### src/rtl/vga_timing_pkg.sv
// Shared types and default timing for the VGA frame/line sequencer (VESA 1600x900 reduced blanking).
package vga_timing_pkg;

    localparam int unsigned CNT_W = 11;

    localparam int unsigned H_RES_DEF   = 1600;
    localparam int unsigned H_FP_DEF    = 24;
    localparam int unsigned H_SYNC_DEF  = 80;
    localparam int unsigned H_BP_DEF    = 96;
    localparam int unsigned V_RES_DEF   = 900;
    localparam int unsigned V_FP_DEF    = 1;
    localparam int unsigned V_SYNC_DEF  = 3;
    localparam int unsigned V_BP_DEF    = 96;
    localparam int unsigned PIPE_DLY_MAX = 15;

    typedef enum logic [1:0] {
        IDLE     = 2'd0,
        RUN      = 2'd1,
        STOPPING = 2'd2
    } tstate_t;

    // Raw or delayed video strobes travelling together through the delay line.
    typedef struct packed {
        logic dv;
        logic hs;
        logic vs;
    } strobe_t;

    localparam int unsigned STROBE_W = $bits(strobe_t);

    // Inclusive window test on an unsigned counter value.
    function automatic logic in_range(input logic [CNT_W-1:0] x,
                                      input logic [CNT_W-1:0] lo,
                                      input logic [CNT_W-1:0] hi);
        return (x >= lo) && (x <= hi);
    endfunction

endpackage

### src/rtl/sync_delay_line.sv
// Fixed-depth shift register with synchronous reset; DEPTH=0 degenerates to a wire.
module sync_delay_line #(
    parameter int unsigned   W       = 3,
    parameter int unsigned   DEPTH   = 1,
    parameter logic [W-1:0]  RST_VAL = '0
) (
    input  logic         clk,
    input  logic         rst,
    input  logic [W-1:0] din,
    output logic [W-1:0] dout
);

    if (DEPTH == 0) begin : g_pass
        assign dout = din;
    end else begin : g_pipe
        logic [W-1:0] stage [DEPTH];

        // Shifts every clock regardless of sequencer state so a stopped frame drains out.
        always_ff @(posedge clk) begin
            if (rst) begin
                for (int i = 0; i < int'(DEPTH); i++) begin
                    stage[i] <= RST_VAL;
                end
            end else begin
                stage[0] <= din;
                for (int i = 1; i < int'(DEPTH); i++) begin
                    stage[i] <= stage[i-1];
                end
            end
        end

        assign dout = stage[DEPTH-1];
    end

endmodule

### src/rtl/vga_timing_ctrl.sv
// Frame/line sequencer: h/v counters, raw dv/hs/vs strobes, delayed strobe copies,
// and a start/stop handshake that only stops on frame boundaries.
module vga_timing_ctrl
    import vga_timing_pkg::*;
#(
    parameter int unsigned HRES     = H_RES_DEF,
    parameter int unsigned HFP      = H_FP_DEF,
    parameter int unsigned HSYNC    = H_SYNC_DEF,
    parameter int unsigned HBP      = H_BP_DEF,
    parameter int unsigned VRES     = V_RES_DEF,
    parameter int unsigned VFP      = V_FP_DEF,
    parameter int unsigned VSYNC    = V_SYNC_DEF,
    parameter int unsigned VBP      = V_BP_DEF,
    parameter bit          HS_POL   = 1'b1,
    parameter bit          VS_POL   = 1'b1,
    parameter int unsigned PIPE_DLY = 1
) (
    input  logic             clk,
    input  logic             rst,
    input  logic             en,
    output logic [CNT_W-1:0] h_cnt,
    output logic [CNT_W-1:0] v_cnt,
    output logic             vga_dv_o,
    output logic             vga_hs_o,
    output logic             vga_vs_o,
    output logic             dly_dv_o,
    output logic             dly_hs_o,
    output logic             dly_vs_o,
    output logic             frame_start,
    output logic             frame_done,
    output logic             running
);

    localparam int unsigned HTOTAL = HRES + HFP + HSYNC + HBP;
    localparam int unsigned VTOTAL = VRES + VFP + VSYNC + VBP;

    if ((HTOTAL > 2048) || (VTOTAL > 2048)) begin : g_bad_total
        $error("vga_timing_ctrl: HTOTAL/VTOTAL must not exceed 2048");
    end
    if (PIPE_DLY > PIPE_DLY_MAX) begin : g_bad_dly
        $error("vga_timing_ctrl: PIPE_DLY must be in 0..15");
    end

    localparam logic [CNT_W-1:0] H_LAST     = CNT_W'(HTOTAL - 1);
    localparam logic [CNT_W-1:0] V_LAST     = CNT_W'(VTOTAL - 1);
    localparam logic [CNT_W-1:0] H_ACT      = CNT_W'(HRES);
    localparam logic [CNT_W-1:0] V_ACT      = CNT_W'(VRES);
    localparam logic [CNT_W-1:0] H_SYNC_BEG = CNT_W'(HRES + HFP);
    localparam logic [CNT_W-1:0] H_SYNC_END = CNT_W'(HRES + HFP + HSYNC - 1);
    localparam logic [CNT_W-1:0] V_SYNC_BEG = CNT_W'(VRES + VFP);
    localparam logic [CNT_W-1:0] V_SYNC_END = CNT_W'(VRES + VFP + VSYNC - 1);

    localparam strobe_t STROBE_RST = '{dv: 1'b0, hs: ~HS_POL, vs: ~VS_POL};

    tstate_t          state;
    tstate_t          state_n;
    logic [CNT_W-1:0] h_n;
    logic [CNT_W-1:0] v_n;
    logic [CNT_W-1:0] h_inc;
    logic [CNT_W-1:0] v_inc;
    logic             h_wrap;
    logic             at_end;
    logic             act_n;
    logic             dv_n;
    logic             hs_n;
    logic             vs_n;
    logic             fs_n;
    logic             fd_n;
    strobe_t          raw_strobe;
    strobe_t          dly_strobe;

    // Next-state and next-output decode; every output register is loaded from here.
    always_comb begin
        state_n = state;
        h_n     = '0;
        v_n     = '0;
        act_n   = 1'b0;
        fs_n    = 1'b0;
        fd_n    = 1'b0;
        dv_n    = 1'b0;
        hs_n    = ~HS_POL;
        vs_n    = ~VS_POL;

        h_wrap = (h_cnt == H_LAST);
        at_end = h_wrap && (v_cnt == V_LAST);
        h_inc  = h_wrap ? '0 : h_cnt + CNT_W'(1);
        if (!h_wrap) begin
            v_inc = v_cnt;
        end else if (v_cnt == V_LAST) begin
            v_inc = '0;
        end else begin
            v_inc = v_cnt + CNT_W'(1);
        end

        case (state)
            IDLE: begin
                if (en) begin
                    state_n = RUN;
                    act_n   = 1'b1;
                    fs_n    = 1'b1;
                end
            end
            RUN, STOPPING: begin
                // A pending stop only takes effect once the last pixel of the frame is out.
                if ((state == STOPPING) && !en && at_end) begin
                    state_n = IDLE;
                    fd_n    = 1'b1;
                end else begin
                    state_n = en ? RUN : STOPPING;
                    h_n     = h_inc;
                    v_n     = v_inc;
                    act_n   = 1'b1;
                    fs_n    = at_end;
                    fd_n    = at_end;
                end
            end
            default: state_n = IDLE;
        endcase

        if (act_n) begin
            dv_n = (h_n < H_ACT) && (v_n < V_ACT);
            hs_n = in_range(h_n, H_SYNC_BEG, H_SYNC_END) ? HS_POL : ~HS_POL;
            vs_n = in_range(v_n, V_SYNC_BEG, V_SYNC_END) ? VS_POL : ~VS_POL;
        end
    end

    // State and output registers.
    always_ff @(posedge clk) begin
        if (rst) begin
            state       <= IDLE;
            h_cnt       <= '0;
            v_cnt       <= '0;
            vga_dv_o    <= 1'b0;
            vga_hs_o    <= ~HS_POL;
            vga_vs_o    <= ~VS_POL;
            frame_start <= 1'b0;
            frame_done  <= 1'b0;
            running     <= 1'b0;
        end else begin
            state       <= state_n;
            h_cnt       <= h_n;
            v_cnt       <= v_n;
            vga_dv_o    <= dv_n;
            vga_hs_o    <= hs_n;
            vga_vs_o    <= vs_n;
            frame_start <= fs_n;
            frame_done  <= fd_n;
            running     <= (state_n != IDLE);
        end
    end

    assign raw_strobe = '{dv: vga_dv_o, hs: vga_hs_o, vs: vga_vs_o};

    sync_delay_line #(
        .W       (STROBE_W),
        .DEPTH   (PIPE_DLY),
        .RST_VAL (STROBE_RST)
    ) u_dly (
        .clk  (clk),
        .rst  (rst),
        .din  (raw_strobe),
        .dout (dly_strobe)
    );

    assign dly_dv_o = dly_strobe.dv;
    assign dly_hs_o = dly_strobe.hs;
    assign dly_vs_o = dly_strobe.vs;

endmodule
### config.mk
export PLATFORM = sky130hd
export DESIGN_NAME = vga_timing_ctrl
export DESIGN_NICKNAME = d
export VERILOG_FILES = /design/src/rtl/vga_timing_pkg.sv /design/src/rtl/sync_delay_line.sv /design/src/rtl/vga_timing_ctrl.sv
export SDC_FILE = /design/constraint.sdc
export NUM_CORES = 1
export LEC_CHECK = 0
export ABC_AREA = 1
export CORE_ASPECT_RATIO = 1.75
export CORE_UTILIZATION = 52
export DETAILED_ROUTE_END_ITERATION = 8
export HOLD_SLACK_MARGIN = 0.06
export PLACE_DENSITY = 0.79
export REMOVE_ABC_BUFFERS = 1
export SLEW_MARGIN = 20
export SYNTH_ARGS = -nofsm -noshare
export SYNTH_HDL_FRONTEND = slang
export SYNTH_SLANG_ARGS = --single-unit
### constraint.sdc
create_clock -name clk -period 2.3 [get_ports clk]
set_input_delay 0.23 -clock clk [delete_from_list [all_inputs] [get_ports clk]]
set_output_delay 0.23 -clock clk [all_outputs]
set_load 0.01 [all_outputs]
### Yosys cells after proc, flatten, opt, wreduce, memory -nomap -nowiden

Memory sizes are Yosys's and may differ from the RTL's.
Index checks and enable logic that the tools add are counted.

| operators by class | value |
|---|---|
| add/subtract/negate cells | 2 |
| order comparisons | 6 |
| equality and inequality tests | 4 |
| mux-type cells | 24 |
| bitwise gates (word level) | 2 |
| reductions and logical operators | 13 |

Operators by type and width:

| cell | number |
|---|---|
| 11-bit two-way mux | 7 |
| 11-bit by 1-bit adder with 11-bit output, second input constant | 2 |
| 11-bit by 10-bit equality test with 1-bit output, second input constant | 1 |
| 11-bit equality test, second input constant | 1 |
| 11-bit by 10-bit greater-or-equal comparator with 1-bit output, second input constant | 1 |
| 11-bit greater-or-equal comparator, second input constant | 1 |
| 11-bit by 10-bit <= comparator with 1-bit output, second input constant | 1 |
| 11-bit <= comparator, second input constant | 1 |
| 11-bit by 10-bit < comparator with 1-bit output, second input constant | 1 |
| 11-bit < comparator, second input constant | 1 |
| 1-bit two-way mux | 10 |
| 1-bit logical AND | 6 |
| 2-bit two-way mux | 3 |
| 2-bit OR reduction | 3 |
| 1-bit one-hot mux with 2 select lines | 2 |
| 2-bit one-hot mux with 2 select lines | 1 |
| 3-bit two-way mux | 1 |
| 3-bit OR reduction | 1 |
| 2-bit by 1-bit equality test with 1-bit output, second input constant | 1 |
| 2-bit equality test, second input constant | 1 |
| 2-bit zero test | 1 |
| 1-bit NOT | 2 |
| 2-bit nonzero test | 1 |
| 1-bit zero test | 1 |

| word-level totals | value |
|---|---|
| bits in registers | 30 |
| memory bits (writable) | 3 |
| input port bits | 3 |
| output and inout bits | 31 |
| logic and storage cells | 61 |
| memories | 1 |

Memories:

| name | words | bits a word | read ports | clocked after Yosys merged registers in | write ports | RTL line | source |
|---|---|---|---|---|---|---|---|
| u_dly.g_pipe.stage | 1 | 3 | 1 | 0 | 1 | sync_delay_line.sv:16 | `logic [W-1:0] stage [DEPTH];` |

### Logic depth before layout (Yosys ltp)

Gate-level depths: netlist of the first run.

| logic depth | value |
|---|---|
| word-level depth | 8 |
| mapped depth | 15 |
| gate-level depth less buffers | 15 |

### By module

From an unflattened synthesis of the first run, not the netlist that was laid out.

| second synthesis, totals | value |
|---|---|
| cell total of the unflattened synthesis | 284 |
| area total of the unflattened synthesis | 1,890.6 um2 |

Modules (own cells, without submodules):

| module | times used | cells each | area an instance (um2) | seq. area each (um2) |
|---|---|---|---|---|
| vga_timing_ctrl | 1 | 275 | 1,808.0 | 600.6 |
| sync_delay_line | 1 | 9 | 82.6 | 60.1 |

### Worst setup path before layout of the first run

Ideal clock, no wire load.

| timing | value |
|---|---|
| kind | register -> register |
| start | register v_cnt[0] |
| end | register vga_vs_o |
| setup time | 73 ps |
| data arrival time | 1,658 ps |
| data required time | 2,227 ps |
| setup slack | 569 ps |
| cell stages (with the launch flop) | 14 |
| path buffers | 0 |
| period minus slack after synthesis | 1,731 ps |
| cells stage by stage | dfxtp_1 -> ha_1 -> nand2_1 -> nor2_2 -> nand2_1 -> nand2_1 -> nand3_1 -> nand2_1 -> nand2_1 -> nor2_1 -> nand2_1 -> nor2_4 -> nand3_1 -> nor3_2 |

| between the ends | value |
|---|---|
| longest elaborated chain between the ends | 8 |
| elaborated cells between the ends (all ways) | 16 |
| those cells by class | add/sub: 1; order compare: 2; eq/ne: 1; mux: 7; bitwise: 1; reduce/logical: 4 |

RTL lines:

| what | RTL line | source |
|---|---|---|
| from (decl) | vga_timing_ctrl.sv:22 | `output logic [CNT_W-1:0] v_cnt,` |
| from (signal assigned) | vga_timing_ctrl.sv:142 | `v_cnt <= v_n;` |
| 11-bit by 1-bit adder with 11-bit output or 11-bit by 10-bit equality test with 1-bit output (tied branches) | vga_timing_ctrl.sv:92, vga_timing_ctrl.sv:85, vga_timing_ctrl.sv:89 |  |
| 11-bit two-way mux or 1-bit logical AND (tied branches) | vga_timing_ctrl.sv:89, vga_timing_ctrl.sv:85 |  |
| 11-bit two-way mux or 1-bit logical AND (tied branches) | vga_timing_ctrl.sv:87, vga_timing_ctrl.sv:105 |  |
| 11-bit two-way mux | vga_timing_ctrl.sv:105 | `if ((state == STOPPING) && !en && at_end) begin` |
| 11-bit two-way mux | vga_timing_ctrl.sv:95 | `case (state)` |
| 11-bit by 10-bit greater-or-equal comparator with 1-bit output or 11-bit by 10-bit <= comparator with 1-bit output (tied branches) | vga_timing_pkg.sv:35 | `return (x >= lo) && (x <= hi);` |
| 1-bit logical AND | vga_timing_pkg.sv:35 |  |
| 1-bit two-way mux | vga_timing_ctrl.sv:123 | `vs_n = in_range(v_n, V_SYNC_BEG, V_SYNC_END) ? VS_POL : ~VS_POL;` |
| to (signal assigned) | vga_timing_ctrl.sv:135 | `vga_vs_o <= ~VS_POL;` |
| to (signal assigned) | vga_timing_ctrl.sv:145 | `vga_vs_o <= vs_n;` |
| to (decl) | vga_timing_ctrl.sv:25 | `output logic vga_vs_o,` |

Several ways; a longest one is shown, not always the timed one.
A chain may end at the register's enable or synchronous reset.

### Worst setup path after layout of the first run

| timing | value |
|---|---|
| start | register h_cnt[0] |
| end | register vga_vs_o |

| between the ends | value |
|---|---|
| longest elaborated chain between the ends | 8 |
| elaborated cells between the ends (all ways) | 14 |
| those cells by class | order compare: 2; eq/ne: 1; mux: 6; bitwise: 1; reduce/logical: 4 |

RTL lines:

| what | RTL line | source |
|---|---|---|
| from (decl) | vga_timing_ctrl.sv:21 | `output logic [CNT_W-1:0] h_cnt,` |
| from (signal assigned) | vga_timing_ctrl.sv:141 | `h_cnt <= h_n;` |
| 11-bit equality test * | vga_timing_ctrl.sv:84 | `h_wrap = (h_cnt == H_LAST);` |
| 1-bit logical AND | vga_timing_ctrl.sv:85 | `at_end = h_wrap && (v_cnt == V_LAST);` |
| 1-bit logical AND | vga_timing_ctrl.sv:105 |  |
| 11-bit two-way mux | vga_timing_ctrl.sv:105 |  |
| 11-bit two-way mux | vga_timing_ctrl.sv:95 |  |
| 11-bit by 10-bit greater-or-equal comparator with 1-bit output or 11-bit by 10-bit <= comparator with 1-bit output (tied branches) | vga_timing_pkg.sv:35 |  |
| 1-bit logical AND | vga_timing_pkg.sv:35 |  |
| 1-bit two-way mux | vga_timing_ctrl.sv:123 |  |

Every way passes the cells marked *; elsewhere a longest branch is shown, timed or not.

==> flow_summary.toml, run 1 <==
[status]
status = "finished clean"

[setup_path]
worstSetupPathType = "reg2reg"
crit_path_cell_trace = "ha_1, nand2_2, inv_2, nand3_1, nor2_4, nand2_1, nand3_1, nor2_1, nand2_1, nor2_4, nand3_1, nor3_2"
critPathMaxStageDelay_ns = 0.33
critical-path-slowest-cell = "dfxtp_1"
critPathMostFrequentCell = "nand3_1"
crit_path_start_kind = "flip-flop"
critPathCaptureType = "flip-flop"
critPathArrivalTime_ns = 2.14
cp_max_fo = 4
critPathRequiredTime_ns = 2.52

[logic_synthesis]
synth.cell_area_um2 = 1940
postSynthRegisterBits = 33
postSynthCellCount = 293
synth-seq-area-share_pct = 34.1
area_fraction_of_the_dominant_cell_type_after_synthesis_pct = 34.1
syn-mean-instance-area_um2 = 6.61
postSynth.asyncResetShare_pct = 0
post_synth_num_cell_types = 31
synth_ff_type = "dfxtp_1"
synth.largest_area_cell = "dfxtp_1"
synth_warnings = 0
count_of_flip_flops_with_a_built_in_enable_after_synthesis = 0
netlist_top_cells_area = "dfxtp_1 34%, nand2_1 13%, nor2_1 9.3%, nand3_1 7.0%, inv_1 6.2%"

[hold_path]
hold_path_class = "reg2reg"

[global_routing]
first_global_vias = 1756
globalRoute.totalOverflow = 0
track_usage_pct = 27.6
wire_length_of_the_first_global_routing_pass_um = 7640
grt_antenna_before_repair = 0
grt_start_max_net_pins = 21

[timing]
timing.final.hold_violations = 0
finalMaxSlewViolations = 0
max_freq_ghz = 0.521
report.final.setup_viol = 0
holdWs_ns = 0.420
timing.final.crit_share_pct = 83.5
skew_ns = 0.00374
final.setup.tns_ns = 0
max-slew-margin-rel_pct = 75.4
slew_worst_pin_ns = 0.366
period_minus_slack_ns = 1.92
worst_slack_ns = 0.379
rsz_0062_raised_after_global_routing = "false"

[placed_design]
port-buffer-count = 33
detailed_place_hpwl_um = 3740
dpl_worst_slack_ns = 0.406
area_after_detailed_placement_um2 = 2330
routabilityCongestion = 0.922

[pwr]
p_leak_nw = 0.991
pwr_density_cell_nw_per_um2 = 484
max-vdd-ir-drop_mv = 0.628

[drt]
detail_route.drc_violations = 0
vias = 1944
drtIter0Drc = 59
via_per_inst = 5.13
drtPass1Iterations = 4
drt-total-wl_um = 4860
antenna_violating_nets_post_route = 0
avgRoutedWirePerCell_um = 12.8

[clock_tree]
worstSkewPairLatency_ns = 0.29
holdBufCountCts = 0
cts_buffer_depth = 2
root_buffer = "clkbuf_8"
cts.repair_timing.setup_buffer_count = 0
tritoncts = "yes"
numClockSinks = 33
htreeDepth = 2
tritoncts.num_buffers = 5
cts.repair.resized = 0
clk_pin_slew_ns = 0.07

[final_layout]
drive_above_1_share_pct = 15.0
final_cell_area_um2 = 2410
final_net_count = 340
total_inserted_antenna_cells = 0
area_delta_synth_final_pct = 24.6
finish.utilization_pct = 67.2
layout.cells.most_common = "nand2_1"
mostFrequentLayoutCells = "67 x nand2_1, 48 x nor2_1, 33 x dfxtp_1, 33 x clkdlybuf4s50_1, 32 x inv_1"
fillerInstances = 319

[floorplanning]
die-area_um2 = 3980
die-width_um = 48.1
initial_core_util_pct = 53.9
fp_rows = 29
chipHeight_um = 82.7
total_i_o_pin_count = 34
core_um2 = 3590

[flow_run]
number_of_max_cap_violations = 0
stage by stage:
stage	power (mW)	std cells
after detailed placement	0.752	371
after CTS	1.17	379
after global placement	0.749	371
after floorplan	0.692	289
final	1.17	379
after global routing	1.21	379
report_power, final:
part | internal (mW) | leakage (nW) | switching, mW
logic | 0.0549 | 0.679 | 0.0917
registers | 0.586 | 0.267 | 0.00829
clock network | 0.209 | 0.0450 | 0.216
total | 0.851 | 0.991 | 0.316
Yosys cell counts, types with 2 or more instances:
cell type	instances
nor2_1	48
a21oi_1	3
nand3_1	27
o21ai_0	10
nand3_2	5
nand2_1	67
nor3_1	7
ha_1	5
dfxtp_1	33
nor2_2	7
nand2_2	8
xor2_1	2
inv_2	10
clkbuf_1	3
nor2_4	6
nand4_1	5
o21a_1	2
inv_1	32
final cells by class:
type                       instances  area [um^2]  share of cell area [%]
tap                               46         57.6                    2.39
clock buffer                       6         72.6                    3.01
inverter                          43          161                    6.69
multi-input combinational        213         1100                    45.5
sequential                        33          661                    27.4
clock inverter                     2         10.0                   0.415
timing repair buffer              36          353                    14.6
state kept, by name (all words and copies together) (netlist names):
| signal | count |
|---|---|
| h_cnt | 11 |
| v_cnt | 11 |
| u_dly.g_pipe.stage | 3 |
| state | 2 |
| frame_done | 1 |
| frame_start | 1 |
| running | 1 |
| vga_dv_o | 1 |
| vga_hs_o | 1 |
| vga_vs_o | 1 |
worst max-delay path: cells and delay by family, from the launching register on:
family,cells,cell delay (ns)
adders and majority gates,1,0.23
buffers and inverters,1,0.06
DFF,1,0.33
and+or+nand+nor,10,1.23
cell families (layout without fill, tap and decap cells):
| family | Yosys count | count (layout) | share of synthesized area [%] |
|---|---|---|---|
| fa+ha+maj | 5 | 5 | 3.23 |
| flops | 33 | 33 | 34.1 |
| buf+inv | 47 | 87 | 9.18 |
| simple gates | 186 | 186 | 46.6 |
| xor+xnor | 2 | 2 | 0.905 |
| compound gates | 20 | 20 | 5.95 |
metal layers:
layer | share of wire (%) | routed length (um) | vias up | global-route usage, %
met5 | 0 | 0 | - | 0
met4 | 3.3 | 161 | 0 | 14.2
met3 | 4.6 | 224 | 18 | 5.65
met2 | 56 | 2730 | 60 | 50.4
met1 | 36 | 1740 | 868 | 27.3
li1 | - | - | 998 | -
worst paths after layout:
check / from / end / slack (ns) / cells past startpoint
worst min-delay path: vga_hs_o / u_dly.g_pipe.stage[0][1] / 0.42 / 2
worst max register to register: h_cnt[0] / vga_vs_o / 0.38 / 12
worst min register to register: vga_hs_o / u_dly.g_pipe.stage[0][1] / 0.42 / 2
worst max-delay path: h_cnt[0] / vga_vs_o / 0.38 / 12
Power figures use the tool's default switching activity.
==> inputs of run 2 (changes only) <==
--- a/config.mk
+++ b/config.mk
@@ -7,10 +7,10 @@
 export LEC_CHECK = 0
 export ABC_AREA = 1
 export CORE_ASPECT_RATIO = 1.75
-export CORE_UTILIZATION = 52
+export CORE_UTILIZATION = 47
 export DETAILED_ROUTE_END_ITERATION = 8
 export HOLD_SLACK_MARGIN = 0.06
-export PLACE_DENSITY = 0.79
+export PLACE_DENSITY = 0.75
 export REMOVE_ABC_BUFFERS = 1
 export SLEW_MARGIN = 20
 export SYNTH_ARGS = -nofsm -noshare
==> constraint.sdc (replaced) <==
create_clock -name clk -period 1.5 [get_ports clk]
set_input_delay 0.15 -clock clk [delete_from_list [all_inputs] [get_ports clk]]
set_output_delay 0.15 -clock clk [all_outputs]
set_load 0.01 [all_outputs]
==> flow_summary.toml, run 2 <==
[floorplanning]
total_i_o_pin_count = 34
chipHeight_um = 86.9
die-width_um = 50.5
fp_rows = 30
initial_core_util_pct = 49.6

[timing]
worstEpCategory = "register data pin"
postGrtWorstEndpoint = "vga_vs_o$_SDFF_PP0_/D"

[logic_synthesis]
netlist_top_cells_count = "67 x nand2_1, 48 x nor2_1, 33 x dfxtp_1"
area_fraction_of_the_dominant_cell_type_after_synthesis_pct = 34.1
count_of_flip_flops_with_a_built_in_enable_after_synthesis = 0
post_synth_adder_cell_area_pct = 3.23
synth-seq-area-share_pct = 34.1
postSynthCellCount = 293
synth.cell_area_um2 = 1940
synth.most_common_cell = "nand2_1"
synth_compound_gate_area_share_pct = 5.95
postSynth.asyncResetShare_pct = 0
netlist_top_cells_area = "dfxtp_1 34%, nand2_1 13%, nor2_1 9.3%, nand3_1 7.0%, inv_1 6.2%"
synth_top_family_by_area = "simple AND/OR/NAND/NOR gates"
yosys.area_share.simple_pct = 46.6
post_synth_num_cell_types = 31
synth_mux_area_share_pct = 0
synth_xor_area_share_pct = 0.905
syn-mean-instance-area_um2 = 6.61
postSynthRegisterBits = 33
synth.largest_area_cell = "dfxtp_1"
synth_warnings = 0
synth_ff_type = "dfxtp_1"

[clock_tree]
numClockSinks = 33
cts_buffer_depth = 2
root_buffer = "clkbuf_8"
holdBufCountCts = 0
htreeDepth = 2
tritoncts.num_buffers = 5

[placed_design]
port-buffer-count = 33
detailed_place_hpwl_um = 4590
routabilityCongestion = 1.01
area_after_detailed_placement_um2 = 2950

[global_routing]
grt_start_max_net_pins = 26
globalRoute.totalOverflow = 22
track_usage_pct = 61.8

[status]
failing_step = "global routing (5_1_grt)"
error_line = "[ERROR GRT-0232] Routing congestion too high. Check the congestion heatmap in the GUI."
status = "stopped before the end"
## run 2: per-stage QoR
| stage | cells | worst slack, ns | util, % | hold WS (ns) |
|---|---|---|---|---|
| after floorplan | 289 | -0.374 | - | 0.222 |
| after global placement | 454 | -0.314 | 75.6 | 0.409 |
| after detailed placement | 454 | -0.368 | 75.6 | 0.412 |
| after CTS | 468 | -0.185 | 86.2 | 0.424 |
## run 2: routing by layer
metal | global-route usage [%] | GRT overflow
met5 | 0 | 0
met4 | 65.2 | 10
met3 | 34.7 | 0
met2 | 89.7 | 12
met1 | 57.3 | 0
## run 2: logic make-up after synthesis
kind of cell / Yosys count
buffers and inverters: 47
AND/OR/NAND/NOR: 186
XOR/XNOR: 2
flip-flops: 33
AO/OA/AOI/OAI: 20
adder cells (fa/ha/maj): 5
## run 2: timing repair
action | in CTS
resized for setup | 72
pin swaps | 24
endpoints found under the setup margin | 30
setup buffers | 7
==> inputs of run 3 (changes only) <==
--- a/config.mk
+++ b/config.mk
@@ -6,11 +6,9 @@
 export NUM_CORES = 1
 export LEC_CHECK = 0
 export ABC_AREA = 1
-export CORE_ASPECT_RATIO = 1.75
-export CORE_UTILIZATION = 47
+export CORE_UTILIZATION = 40
 export DETAILED_ROUTE_END_ITERATION = 8
-export HOLD_SLACK_MARGIN = 0.06
-export PLACE_DENSITY = 0.75
+export PLACE_DENSITY_LB_ADDON = 0.15
 export REMOVE_ABC_BUFFERS = 1
 export SLEW_MARGIN = 20
 export SYNTH_ARGS = -nofsm -noshare
==> constraint.sdc (replaced) <==
create_clock -name clk -period 2 [get_ports clk]
set_input_delay 0.2 -clock clk [delete_from_list [all_inputs] [get_ports clk]]
set_output_delay 0.2 -clock clk [all_outputs]
set_load 0.01 [all_outputs]
==> flow_summary.toml, run 3 (synthesis gave the netlist of run 1 again) <==
[floorplanning]
total_i_o_pin_count = 34
initial_core_util_pct = 43.0
chipHeight_um = 71.6
die-area_um2 = 5120
core_um2 = 4500
fp_rows = 24
die-width_um = 71.6

[timing]
report.final.setup_viol = 0
timing.final.crit_share_pct = 91.1
timing.final.hold_violations = 0
period_minus_slack_ns = 1.82
finalMaxSlewViolations = 0
skew_ns = 0.00944
rsz_0062_raised_after_global_routing = "false"
final.setup.tns_ns = 0
max_freq_ghz = 0.549
slew_worst_pin_ns = 0.339
max-slew-margin-rel_pct = 77.2

[global_routing]
globalRoute.totalOverflow = 0
grt_antenna_before_repair = 0
track_usage_pct = 20.9
first_global_vias = 1843
wire_length_of_the_first_global_routing_pass_um = 8200
grt_start_max_net_pins = 15

[drt]
antenna_violating_nets_post_route = 0
drtIter0Drc = 116
drt-total-wl_um = 4900
avgRoutedWirePerCell_um = 12.5
vias = 1947
drtPass1Iterations = 4
via_per_inst = 4.97
detail_route.drc_violations = 0

[final_layout]
fillerInstances = 460
post_layout_nonfiller_instances = 392
total_inserted_antenna_cells = 0
mostFrequentLayoutCells = "66 x nand2_1, 46 x nor2_1, 33 x clkdlybuf4s50_1"
drive_above_1_share_pct = 18.8
layout.cells.most_common = "nand2_1"
area_delta_synth_final_pct = 30.3
final_cell_area_um2 = 2520
finish.utilization_pct = 56.0
largest_registers = "h_cnt x11, v_cnt x11, u_dly.g_pipe.stage x3"
final_net_count = 347

[clock_tree]
root_buffer = "clkbuf_8"
clk_pin_slew_ns = 0.07
cts_buffer_depth = 2
htreeDepth = 2
numClockSinks = 33
tritoncts = "yes"
worstSkewPairLatency_ns = 0.29
tritoncts.num_buffers = 5

[setup_path]
crit_path_start_kind = "flip-flop"
worstSetupPathType = "reg2reg"
cp_max_fo = 5
critPathCaptureType = "flip-flop"
critPathArrivalTime_ns = 2.00
critPathRequiredTime_ns = 2.18

[hold_path]
hold_path_class = "reg2reg"

[placed_design]
area_after_detailed_placement_um2 = 2370
dpl.cell_count = 382
port-buffer-count = 33
routabilityCongestion = 0.850
detailed_place_hpwl_um = 3700

[pwr]
pwr_density_cell_nw_per_um2 = 601
max-vdd-ir-drop_mv = 0.446
p_leak_nw = 1.04

[status]
status = "finished clean"

[flow_run]
number_of_max_cap_violations = 0
run 3: path summary, 6_finish.rpt:
check / start / to / slack [ns] / depth (start not counted)
worst min register to register: vga_vs_o / u_dly.g_pipe.stage[0][0] / 0.42 / 2
worst max register to register: v_cnt[1] / vga_dv_o / 0.18 / 14
worst min-delay path: vga_vs_o / u_dly.g_pipe.stage[0][0] / 0.42 / 2
worst max-delay path: v_cnt[1] / vga_dv_o / 0.18 / 14
run 3: final cells by class:
class / count / area, um^2 / share of cell area [%]
Multi-Input combinational cell: 213 / 1110 / 44.0
Sequential cell: 33 / 663 / 26.3
Timing Repair Buffer: 43 / 405 / 16.1
Inverter: 43 / 161 / 6.40
Clock buffer: 7 / 86.3 / 3.42
Tap cell: 52 / 65.1 / 2.58
Clock inverter: 1 / 30.0 / 1.19
run 3: worst max-delay path, stage by stage, from the launching register on:
cell and delay (ns):
dfxtp_1 0.43, ha_1 0.20, nand2_1 0.10, nor2_2 0.16
nand2_1 0.07, nand2_1 0.05, nand3_1 0.06, nand2_1 0.06
nand2_1 0.07, nor2_1 0.08, nand2_1 0.09, nor2_4 0.11
nand3b_1 0.12, nand2_1 0.09, nor2_1 0.04
run 3: metal layers:
metal	vias to the layer above	routed length (um)	global-route usage (%)
li1	1006	-	-
met1	880	2300	25.4
met2	57	2280	36.3
met3	4	250	4.36
met4	0	61	8.06
met5	-	0	0
run 3: power breakdown:
group	switching [mW]	total (mW)	internal, mW
Clock	0.252	0.659	0.406
Combinational	0.109	0.175	0.0656
Sequential	0.00877	0.683	0.675
Total	0.370	1.52	1.15
run 3: per-stage QoR:
| stage | power, mW | hold WS (ns) | setup slack [ns] |
|---|---|---|---|
| after floorplan | 0.795 | 0.272 | 0.126 |
| after global placement | 0.866 | 0.410 | 0.146 |
| after detailed placement | 0.869 | 0.415 | 0.153 |
| after CTS | 1.53 | 0.423 | 0.125 |
| after global routing | 1.59 | 0.437 | 0.0125 |
| final | 1.52 | 0.419 | 0.178 |
run 3: what timing repair did:
| action | CTS | global route |
|---|---|---|
| endpoints found under the setup margin | 0 | 4 |
| hold buffers | 0 | 0 |
| buffers inserted | 0 | 2 |
| resized for setup | 0 | 7 |
==> inputs of run 4 (changes only) <==
--- a/config.mk
+++ b/config.mk
@@ -13,4 +13,5 @@
 export SLEW_MARGIN = 20
 export SYNTH_ARGS = -nofsm -noshare
 export SYNTH_HDL_FRONTEND = slang
+export SYNTH_HIERARCHICAL = 1
 export SYNTH_SLANG_ARGS = --single-unit
==> flow_summary.toml, run 4 <==
[status]
status = "complete, but fails checks"
violations_in_the_final_reports = "design-rule violations"

[setup_path]
critPathCaptureType = "flip-flop"
crit_path_cell_trace = "ha_4, nand2_2, inv_2, nand2_1, nor2_4, nand3b_1, nand2_1, nand2_2, nor2_4, nand2_1, nor2_2, nor2_2, nand3_1, inv_1"
worstSetupPathType = "reg2reg"
cp_max_fo = 5
critPathMostFrequentCell = "nand2_1"
crit_path_start_kind = "flip-flop"
critical-path-slowest-cell = "dfxtp_1"
critPathMaxStageDelay_ns = 0.42
critPathArrivalTime_ns = 2.03
critPathRequiredTime_ns = 2.19
crit_family = "simple AND/OR/NAND/NOR gates"
crit_buf_inv = 2

[timing]
skew_ns = 0.00291
finalMaxSlewViolations = 0
rsz_0062_raised_after_global_routing = "false"
final.setup.tns_ns = 0
period_minus_slack_ns = 1.84
report.final.setup_viol = 0
max_freq_ghz = 0.545
timing.final.crit_share_pct = 91.8
timing.final.hold_violations = 0
max-slew-margin-rel_pct = 81.2
slew_worst_pin_ns = 0.280

[placed_design]
area_after_detailed_placement_um2 = 2320
port-buffer-count = 33
routabilityCongestion = 0.896
detailed_place_hpwl_um = 3530

[final_layout]
multi_input_combinational_cell_area_um2 = 1080
drive_above_1_share_pct = 15.2
fillerInstances = 449
total_inserted_antenna_cells = 0
final_net_count = 335
area_delta_synth_final_pct = 29.9
layout.cells.most_common = "nand2_1"
finish.utilization_pct = 55.3
mostFrequentLayoutCells = "64 x nand2_1, 48 x nor2_1, 33 x dfxtp_1, 33 x clkdlybuf4s50_1, 32 x inv_1"
final_cell_area_um2 = 2460
largest_registers = "h_cnt x11, v_cnt x11, u_dly/g_pipe.stage x3"
register_area_um2 = 661

[clock_tree]
numClockSinks = 33
worstSkewPairLatency_ns = 0.29
holdBufCountCts = 0
cts_buffer_depth = 2
tritoncts = "yes"
tritoncts.num_buffers = 5
root_buffer = "clkbuf_8"
clk_pin_slew_ns = 0.07
htreeDepth = 2

[drt]
drt-total-wl_um = 4660
vias = 1894
drtPass1Iterations = 7
antenna_violating_nets_post_route = 0
avgRoutedWirePerCell_um = 12.3
detail_route.drc_violations = 5
drtIter0Drc = 146
via_per_inst = 4.98

[logic_synthesis]
synth-seq-area-share_pct = 34.9
netlist_top_cells_count = "64 x nand2_1, 50 x nor2_1, 33 x dfxtp_1"
postSynthCellCount = 284
postSynthRegisterBits = 33
synth.cell_area_um2 = 1890
syn-mean-instance-area_um2 = 6.66
area_fraction_of_the_dominant_cell_type_after_synthesis_pct = 34.9
synth.most_common_cell = "nand2_1"
netlist_top_cells_area = "dfxtp_1 35%, nand2_1 13%, nor2_1 9.9%, nand3_1 7.4%, inv_1 6.4%"
synth.largest_area_cell = "dfxtp_1"
post_synth_num_cell_types = 30
synth_ff_type = "dfxtp_1"
postSynth.asyncResetShare_pct = 0
count_of_flip_flops_with_a_built_in_enable_after_synthesis = 0
synth_warnings = 6

[floorplanning]
total_i_o_pin_count = 34
die-width_um = 70.8
core_um2 = 4440
die-area_um2 = 5010
chipHeight_um = 70.8
fp_rows = 24
initial_core_util_pct = 42.5

[global_routing]
globalRoute.totalOverflow = 0
track_usage_pct = 19.6
grt_start_max_net_pins = 24
grt_antenna_before_repair = 0
first_global_vias = 1679
wire_length_of_the_first_global_routing_pass_um = 7770

[pwr]
p_leak_nw = 1.00
pwr_density_cell_nw_per_um2 = 717
max-vdd-ir-drop_mv = 0.657
finalPower_mw = 1.76

[flow_run]
number_of_max_cap_violations = 0

[hold_path]
hold_path_class = "reg2reg"
## run 4: cell count changes after synthesis, sizes merged, moves of 2 or more
| cell | previous run | this run |
|---|---|---|
| nor2 | 61 | 64 |
| inv | 42 | 37 |
| nand4 | 5 | 3 |
| o21ai | 11 | 13 |
| nand2 | 76 | 71 |
| nor3 | 9 | 7 |
| nand3b | 1 | 3 |
## run 4: cell families after synthesis
group	synth area share [%]
and+or+nand+nor	46.6
buffers and inverters	8.67
DFF	34.9
AOI/OAI and AO/OA	6.02
adders and majority gates	3.31
xor gates and xnor gates	0.463
## run 4: final timing paths
path / slack, ns / start / to / cells after the start
worst min register to register: 0.43 / vga_hs_o / u_dly/g_pipe.stage[0][1] / 2
worst min-delay path: 0.43 / vga_hs_o / u_dly/g_pipe.stage[0][1] / 2
worst max register to register: 0.16 / h_cnt[0] / vga_vs_o / 14
worst max-delay path: 0.16 / h_cnt[0] / vga_vs_o / 14
## run 4: worst register-to-register path, cell delays in order, from the launching register on
cell and delay, ns:
dfxtp_1 0.42, ha_4 0.19, nand2_2 0.09, inv_2 0.09
nand2_1 0.08, nor2_4 0.18, nand3b_1 0.10, nand2_1 0.09
nand2_2 0.07, nor2_4 0.11, nand2_1 0.07, nor2_2 0.10
nor2_2 0.05, nand3_1 0.07, inv_1 0.04
## run 4: layout make-up
cell class,count,area share [%]
clock buffers,6,3.36
clock inverters,2,1.53
inverters,39,6.16
multi-input cells,209,44.1
flip-flops and latches,33,26.9
well taps,52,2.65
repair buffers,39,15.3
## run 4: stage by stage
step	setup WS, ns	std cells	hold slack, ns
final	0.164	380	0.429
after global routing	0.0104	380	0.449
after CTS	0.0965	380	0.437
after detailed placement	0.135	372	0.416
after global placement	0.148	372	0.426
after floorplan	0.0339	281	0.271
## run 4: per-layer routing
layer  share of wire (%)  track usage (%)  vias to the layer above
li1                    -                -                      987
met1                  50             27.5                      841
met2                  43             30.3                       62
met3                 5.8             3.42                        4
met4                0.90             6.67                        0
met5                   0                0                        -
## run 4: power by group
group / total [mW] / switching [mW] / internal [mW] / leakage, nW
registers: 0.721 / 0.0249 / 0.696 / 0.267
logic: 0.377 / 0.231 / 0.147 / 0.679
clock network: 0.663 / 0.258 / 0.405 / 0.0574
## run 4: repair_timing
| action | CTS | global route |
|---|---|---|
| endpoints found under the setup margin | 0 | 3 |
| setup buffers | 0 | 0 |
| gates resized for setup | 0 | 5 |
